`src/rtl/bram_port_arbiter.sv`:
```
`default_nettype none
// ============================================================================
// Module   : bram_port_arbiter
// Purpose  : Shares one single-port block-RAM interface between two
//            requesters. Requester 0 is the PS-facing mailbox side and
//            requester 1 is the PL debugger core.
//            - Arbitration is round-robin.
//            - Valid/ready requests are turned into correctly timed
//              address / enable / data sequences on the RAM interface.
//            - Read data is returned to the requester that issued the read.
// Revision : 1.0 - initial release
// ----------------------------------------------------------------------------
// Ports
//   clk            in   rising-edge clock
//   reset_n        in   synchronous, active-low reset
//   req_valid[1:0] in   per-requester request strobe
//   req_ready[1:0] out  per-requester accept (combinational, one cycle)
//   req_write[1:0] in   per-requester 1 = write, 0 = read
//   req_addr0/1    in   requester addresses (ADDR_WIDTH+1 bits)
//   req_wdata0/1   in   requester write data
//   rsp_valid[1:0] out  per-requester read-data pulse
//   rsp_rdata      out  shared read-data bus, qualified by rsp_valid
//   busy           out  write sequence running or read in flight
//   write_address  out  RAM address bus
//   read_address   out  RAM address bus (same value as write_address)
//   enable_write   out  RAM write enable
//   enable_read    out  RAM read enable
//   input_data     out  RAM write data
//   output_data    in   RAM read data
// ============================================================================
module bram_port_arbiter #(
    parameter int ADDR_WIDTH   = 12,
    parameter int DATA_WIDTH   = 32,
    parameter int READ_LATENCY = 2
) (
    input  logic                  clk,
    input  logic                  reset_n,
    input  logic [1:0]            req_valid,
    output logic [1:0]            req_ready,
    input  logic [1:0]            req_write,
    input  logic [ADDR_WIDTH:0]   req_addr0,
    input  logic [ADDR_WIDTH:0]   req_addr1,
    input  logic [DATA_WIDTH-1:0] req_wdata0,
    input  logic [DATA_WIDTH-1:0] req_wdata1,
    output logic [1:0]            rsp_valid,
    output logic [DATA_WIDTH-1:0] rsp_rdata,
    output logic                  busy,
    output logic [ADDR_WIDTH:0]   write_address,
    output logic [ADDR_WIDTH:0]   read_address,
    output logic                  enable_write,
    output logic                  enable_read,
    output logic [DATA_WIDTH-1:0] input_data,
    input  logic [DATA_WIDTH-1:0] output_data
);

    typedef enum logic [1:0] {
        ST_IDLE      = 2'd0,
        ST_WR_SETUP  = 2'd1,
        ST_WR_COMMIT = 2'd2
    } state_t;

    state_t                  r_state;
    logic                    r_last_grant;
    logic [ADDR_WIDTH:0]     r_addr;
    logic [DATA_WIDTH-1:0]   r_wdata;
    // Read tag pipeline: stage READ_LATENCY-1 lines up with valid output_data.
    logic [READ_LATENCY-1:0] r_tag_valid;
    logic [READ_LATENCY-1:0] r_tag_id;
    logic [1:0]              r_rsp_valid;
    logic [DATA_WIDTH-1:0]   r_rsp_rdata;

    logic                    w_idle;
    logic                    w_grant;
    logic                    w_accept;
    logic                    w_grant_write;
    logic [ADDR_WIDTH:0]     w_grant_addr;
    logic [DATA_WIDTH-1:0]   w_grant_wdata;
    logic                    w_rd_issue;
    logic                    w_wr_accept;

    // Arbitration happens only in IDLE. It is gated by reset_n so that
    // nothing is granted in a reset cycle.
    assign w_idle        = reset_n && (r_state == ST_IDLE);
    // On a tie the requester that did not win last time is granted.
    assign w_grant       = (req_valid == 2'b11) ? ~r_last_grant : req_valid[1];
    assign w_accept      = w_idle && (req_valid != 2'b00);
    assign w_grant_write = w_grant ? req_write[1] : req_write[0];
    assign w_grant_addr  = w_grant ? req_addr1   : req_addr0;
    assign w_grant_wdata = w_grant ? req_wdata1  : req_wdata0;
    assign w_rd_issue    = w_accept && !w_grant_write;
    assign w_wr_accept   = w_accept &&  w_grant_write;

    assign req_ready     = w_accept ? (w_grant ? 2'b10 : 2'b01) : 2'b00;

    // A read drives the address in its accept cycle, so a read can be issued
    // every cycle. At all other times the bus shows the latched address.
    // During a write this is the write address for both SETUP and COMMIT,
    // and the RAM address register is loaded one cycle before the write
    // enable.
    assign write_address = w_rd_issue ? w_grant_addr : r_addr;
    assign read_address  = write_address;
    assign enable_read   = w_rd_issue;
    assign enable_write  = reset_n && (r_state == ST_WR_COMMIT);
    assign input_data    = r_wdata;

    assign busy          = reset_n && ((r_state != ST_IDLE) || (r_tag_valid != '0));
    assign rsp_valid     = reset_n ? r_rsp_valid : 2'b00;
    assign rsp_rdata     = reset_n ? r_rsp_rdata : '0;

    always_ff @(posedge clk) begin
        if (!reset_n) begin
            r_state      <= ST_IDLE;
            r_last_grant <= 1'b1;
            r_addr       <= '0;
            r_wdata      <= '0;
            r_tag_valid  <= '0;
            r_tag_id     <= '0;
            r_rsp_valid  <= 2'b00;
            r_rsp_rdata  <= '0;
        end else begin
            // The tag pipeline shifts every cycle, independent of the write
            // FSM. This lets in-flight reads drain while a write runs.
            r_tag_valid[0] <= w_rd_issue;
            r_tag_id[0]    <= w_grant;
            for (int i = 1; i < READ_LATENCY; i++) begin
                r_tag_valid[i] <= r_tag_valid[i-1];
                r_tag_id[i]    <= r_tag_id[i-1];
            end

            if (r_tag_valid[READ_LATENCY-1]) begin
                r_rsp_valid <= r_tag_id[READ_LATENCY-1] ? 2'b10 : 2'b01;
                r_rsp_rdata <= output_data;
            end else begin
                r_rsp_valid <= 2'b00;
            end

            if (w_accept) begin
                r_last_grant <= w_grant;
                r_addr       <= w_grant_addr;
            end
            if (w_wr_accept) begin
                r_wdata <= w_grant_wdata;
            end

            case (r_state)
                ST_IDLE:      r_state <= w_wr_accept ? ST_WR_SETUP : ST_IDLE;
                ST_WR_SETUP:  r_state <= ST_WR_COMMIT;
                ST_WR_COMMIT: r_state <= ST_IDLE;
                default:      r_state <= ST_IDLE;
            endcase
        end
    end

endmodule
`default_nettype wire
```
`config.mk`:
```
export PLATFORM = sky130hd
export DESIGN_NAME = bram_port_arbiter
export DESIGN_NICKNAME = d
export VERILOG_FILES = /design/src/rtl/bram_port_arbiter.sv
export SDC_FILE = /design/constraint.sdc
export NUM_CORES = 1
export LEC_CHECK = 0
export CORE_MARGIN = 4
export CORE_UTILIZATION = 36
export DETAILED_ROUTE_END_ITERATION = 10
export PLACE_DENSITY = 0.76
export SETUP_SLACK_MARGIN = 0.05
export SKIP_CTS_REPAIR_TIMING = 1
export SLEW_MARGIN = 10
export SYNTH_ARGS = -nofsm -noshare
export SYNTH_HDL_FRONTEND = slang
export SYNTH_SLANG_ARGS = --single-unit
```
`constraint.sdc`:
```
create_clock -name clk -period 2.35 [get_ports clk]
set_input_delay 0.47 -clock clk [delete_from_list [all_inputs] [get_ports clk]]
set_output_delay 0.47 -clock clk [all_outputs]
set_load 0.05 [all_outputs]
```
==> qor.yml, run 1 <==
power:
  max-vdd-ir-drop_uv: 499
  power.density_nw_per_um2: 612
  p_int_mw: 3.08
  p_leak_nw: 2.97
  switching_share_pct: 31.8
  pwr-share-comb_pct: 33.2
  seq_power_share_pct: 35.5
  p_sw_mw: 1.44
  power_frac_clock_pct: 31.3
final_layout:
  area_delta_synth_final_pct: 71.1
  multiInputGateArea_um2: 2200
  fin_nets: 768
  regArea_um2: 1720
  fin_area_um2: 7390
  drive_above_1_share_pct: 27.9
  finish.utilization_pct: 63.9
  nFillCells: 925
status:
  status: "finished, violations left"
  violations: "negative setup slack"
floorplanning:
  die_x_um: 118
  core_area_um2: 11600
  dieArea_um2: 13800
  rows: 39
  die-height_um: 118
  initial_core_util_pct: 37.4
  pin_count: 225
place:
  hpwl_mm: 9.76
  placed_area_um2: 6910
  place_congestion: 0.759
  portBuffers: 224
critical_path:
  critical_path_arrival_ns: 2.01
  crit_path_start_kind: "flip-flop"
  endpoint_kind: "output port"
  crit_required_ns: 1.88
  crit_fanout: 6
  setup.worst_path.class: "reg2out"
sta:
  fin_setup_tns_ns: -2.72
  setup_ws_ns: -0.129
  fmax_mhz: 403
  finalWorstPathRequiredPeriod_ns: 2.48
  worst_pin_slew_ns: 0.559
  whs_ns: 0.409
  finClkSkew_ns: 0.00816
  rsz0062_at_grt: "true"
  hold_viol_final: 0
  final_max_slew_viol_count: 0
  final-setup-viol-count: 26
  relSlewSlack_pct: 62.8
  post-route-period-util_pct: 105
routing:
  dr_total_vias: 3929
  drc: 0
  ant_nets: 0
  viasPerCell: 4.98
  totalWireLength_mm: 13.2
  drt-initial-drc-count: 143
  post_drt_wl_per_cell_um: 16.7
  dr.pass1.iters: 4
clock_tree:
  cts_tree: "built"
  h-tree-depth: 3
  clock-sinks: 86
  clkTransAtPathRegs_ns: 0.07
  root_buffer: "clkbuf_16"
  clockBufferDepth: 2
  cts_buffers: 9
  clk_latency_ns: 0.32
yosys:
  syn_inst: 443
  synth_top_cells_by_count: "86 x dfxtp_1, 50 x and2_1, 37 x nor2_1"
  yosysMostFrequentCell: "dfxtp_1"
  synth_top_area_share_pct: 39.8
  seq_area_frac_synth_pct: 39.8
  async_flop_share_pct: 0
  synth.avg_cell_area_um2: 9.76
  synth_area_leader_cell: "dfxtp_1"
  ys_seq_elements: 86
  syn_nets: 571
  synth_warnings: 0
  synth_area_leaders: "dfxtp_1 40%, o221a_2 8.3%, mux2_2 7.8%"
  synth_cell_types: 28
  synth_area_um2: 4320
  synth_edf_count: 0
  ys.flop_type: "dfxtp_1"
global_route:
  grtUsageTotal_pct: 18.2
  grt_pass1_vias: 4132
  grt_overflow: 0
  antenna_found_initial: 1
  grt_pass1_wl_mm: 21.0
  grt_max_degree: 87
run:
  maxCapViolCount: 0
min_path:
  min_path_type: "in2reg"
## worst paths after layout
path	startpoint	endpoint	slack, ns	depth (start not counted)
min reg2reg	r_tag_id[1]$_SDFF_PN0_	r_rsp_valid[0]$_SDFF_PN0_	0.43	1
max	r_state[1]$_SDFF_PN0_	read_address[3]	-0.13	6
max reg2reg	r_state[1]$_SDFF_PN0_	r_addr[1]$_SDFFE_PN0P_	0.54	5
min	reset_n	r_state[1]$_SDFF_PN0_	0.41	3
## worst max-delay path: stages, from the launching register on
cell and delay (ns):
dfxtp_1 0.33, nand2b_4 0.14, or3_4 0.34, nor2b_4 0.21, buf_6 0.17, mux2_4 0.33, buf_8 0.16
## cell usage in the layout, fill, tap and decap left out, types with 3 or more instances in the layout
master / instances
clkdlybuf4s50_1: 154
dfxtp_1: 84
and2_1: 50
buf_12: 41
nor2_1: 36
inv_1: 33
nor3b_1: 32
a31oi_1: 32
o221a_2: 32
mux2i_1: 32
mux2_2: 26
buf_6: 26
mux2_4: 13
buf_4: 12
clkbuf_16: 9
dlymetal6s2s_1: 4
buf_8: 4
clkinvlp_4: 3
## state kept, by name, indices dropped and copies added (netlist names)
signal / count
input_data: 32
r_addr: 13
r_last_grant: 1
r_rsp_rdata: 32
r_rsp_valid: 2
r_state: 2
r_tag_id: 2
r_tag_valid: 2
## power by group through the flow
stage	Combinational [mW]	Sequential (mW)	Clock (mW)
finish	1.50	1.60	1.42
global placement	1.40	1.63	0
CTS	1.43	1.60	1.45
global route	1.58	1.61	1.52
detailed placement	1.43	1.63	0
floorplan	0.803	1.77	0
## area by class of cell
cell class,count,area share [%]
diodes,1,0.0338
repair buffers,242,38.7
multi-input cells,267,29.8
inverters,34,1.73
clock inverters,6,0.948
flip-flops and latches,86,23.3
clock buffers,10,3.10
well taps,143,2.42
## per-layer routing
layer	track usage [%]	up-vias	part of all wire (%)
met5	0	-	0
met4	5.86	0	2.1
met3	5.09	19	6.1
met2	33.6	149	52
met1	20.2	1841	39
li1	-	1920	-
## cell families (layout without fill, tap and decap cells)
kind of cell / after synthesis / in the layout / synth area share, %
flip-flops: 86 / 86 / 39.8
other: 0 / 1 / 0
AND/OR/NAND/NOR: 129 / 129 / 17.7
multiplexers: 72 / 72 / 18.7
AO/OA/AOI/OAI: 66 / 66 / 13.4
buffers and inverters: 90 / 292 / 10.4
## through the flow
stage | instances | setup slack, ns | power [mW]
after global placement | 770 | -0.565 | 3.03
after detailed placement | 770 | -0.592 | 3.06
after floorplan | 443 | -0.162 | 2.57
after CTS | 786 | -0.598 | 4.48
after global routing | 789 | -0.195 | 4.71
final | 789 | -0.129 | 4.52
No activity file was read; power rests on OpenSTA's default activity.
==> run 2, diff against run 1 <==
--- a/config.mk
+++ b/config.mk
@@ -5,6 +5,7 @@
 export SDC_FILE = /design/constraint.sdc
 export NUM_CORES = 1
 export LEC_CHECK = 0
+export CORE_ASPECT_RATIO = 0.8
 export CORE_MARGIN = 4
 export CORE_UTILIZATION = 36
 export DETAILED_ROUTE_END_ITERATION = 10
==> run 2 against run 1 <==
The run still ends with negative setup slack left. First-iteration DRC count increased by 55%. Global-route usage decreased by 0.51 points. Largest power group unchanged. Clock skew decreased by 0.0027 ns. Clock-buffer cell count decreased by 1. Critical path type unchanged. Non-clock buffer count unchanged. Combinational power about the same. Via count decreased by 0.31%. Fmax decreased by 1.5%.
==> qor.yml, run 2 (synthesis gave the netlist of run 1 again) <==
final_layout:
  drive_above_1_share_pct: 28.1
  final_cell_mix: "156 x clkdlybuf4s50_1, 84 x dfxtp_1, 50 x and2_1"
  layout_commonest_cell: "clkdlybuf4s50_1"
  area_delta_synth_final_pct: 70.4
  num_antenna_cells: 0
  fin_nets: 768
  post_layout_nonfiller_instances: 793
  finish.utilization_pct: 63.5
  fin_area_um2: 7360
floorplanning:
  die_x_um: 130
  core_area_um2: 11600
  initial_core_util_pct: 37.2
  die-height_um: 106
  dieArea_um2: 13800
  pin_count: 225
  rows: 35
global_route:
  grt_overflow: 0
  grt_max_degree: 87
  grtUsageTotal_pct: 17.7
  grt_pass1_wl_mm: 19.9
  grt_pass1_vias: 3967
  antenna_found_initial: 0
place:
  placed_area_um2: 6920
  hpwl_mm: 9.60
  dp.cells: 775
  place_congestion: 0.844
  portBuffers: 224
sta:
  whs_ns: 0.415
  final_max_slew_viol_count: 0
  finalWorstPathRequiredPeriod_ns: 2.52
  setup_ws_ns: -0.166
  rsz0062_at_grt: "true"
  final-setup-viol-count: 28
  relSlewSlack_pct: 60.3
  finClkSkew_ns: 0.00545
  post-route-period-util_pct: 107
  fmax_mhz: 397
  worst_pin_slew_ns: 0.596
  hold_viol_final: 0
critical_path:
  cp_slowest_stage_delay_ns: 0.34
  crit_family: "multiplexers"
  critPathBufInv: 2
  slowest_stage: "dfxtp_2"
  r2r_slack_ns: 0.49
  path_cells: "a21boi_4 -> mux2i_4 -> nor2b_4 -> clkbuf_16 -> mux2_4 -> buf_8"
  endpoint_kind: "output port"
  crit_fanout: 7
  crit_required_ns: 1.88
  critical_path_arrival_ns: 2.05
  setup.worst_path.class: "reg2out"
  crit_path_start_kind: "flip-flop"
routing:
  post_drt_wl_per_cell_um: 16.4
  totalWireLength_mm: 13.0
  drt-initial-drc-count: 221
  dr.pass1.iters: 4
  drc: 0
  dr_total_vias: 3917
  ant_nets: 0
  wl_met2_mm: 6.38
  viasPerCell: 4.94
  highest_layer: "met4"
  dr_wl_met3_mm: 1.07
  drt-met1-wl_mm: 5.37
status:
  violations: "negative setup slack"
  status: "finished, violations left"
power:
  p_leak_nw: 2.94
  power_mw: 4.42
  power.density_nw_per_um2: 601
  max-vdd-ir-drop_uv: 412
clock_tree:
  root_buffer: "clkbuf_16"
  clkTransAtPathRegs_ns: 0.07
  clk_latency_ns: 0.33
  clock-sinks: 86
  cts_buffers: 9
  clockBufferDepth: 2
  h-tree-depth: 3
  cts_tree: "built"
min_path:
  min_path_type: "reg2reg"
run:
  maxCapViolCount: 0
[run 2: worst reg2reg max path: stages, from the launching register on]
cell	delay, ns
dfxtp_1	0.33
nand2b_1	0.17
or3_4	0.36
buf_4	0.33
nor2_4	0.19
buf_12	0.20
o221a_2	0.22
[run 2: worst paths after layout]
check / startpoint / endpoint / depth (start not counted)
worst max register to register: r_state[1]$_SDFF_PN0_ / input_data[30]$_SDFFE_PN0P_ / 6
worst min register to register: r_tag_id[1]$_SDFF_PN0_ / r_rsp_valid[0]$_SDFF_PN0_ / 1
worst min-delay path: r_tag_id[1]$_SDFF_PN0_ / r_rsp_valid[0]$_SDFF_PN0_ / 1
worst max-delay path: r_last_grant$_SDFFE_PN1P_ / write_address[6] / 6
[run 2: final cells by class]
type / instances / area (um2)
fill: 929 / 4240
timing repair buffer: 242 / 2850
sequential: 86 / 1720
clock inverter: 7 / 57.6
clock buffer: 9 / 225
tap: 148 / 185
multi-input combinational: 267 / 2190
inverter: 34 / 128
[run 2: power breakdown]
group | switching [mW] | internal (mW) | leakage, nW
clock | 0.601 | 0.731 | 0.134
combinational | 0.795 | 0.692 | 2.10
sequential | 0.0512 | 1.55 | 0.704
total | 1.45 | 2.98 | 2.94
[run 2: stage by stage]
step | TNS, ns | setup slack [ns]
2_1_floorplan | -1.90 | -0.162
3_3_place_gp | -16.75 | -0.498
3_5_place_dp | -19.76 | -0.566
4_1_cts | -14.91 | -0.575
5_1_grt | -6.02 | -0.244
6_report | -3.83 | -0.166
[run 2: layer usage]
layer	track usage [%]	up-vias
met4	3.96	0
met3	6.08	19
li1	-	1919
met2	30.4	156
met5	0	-
met1	21.2	1823
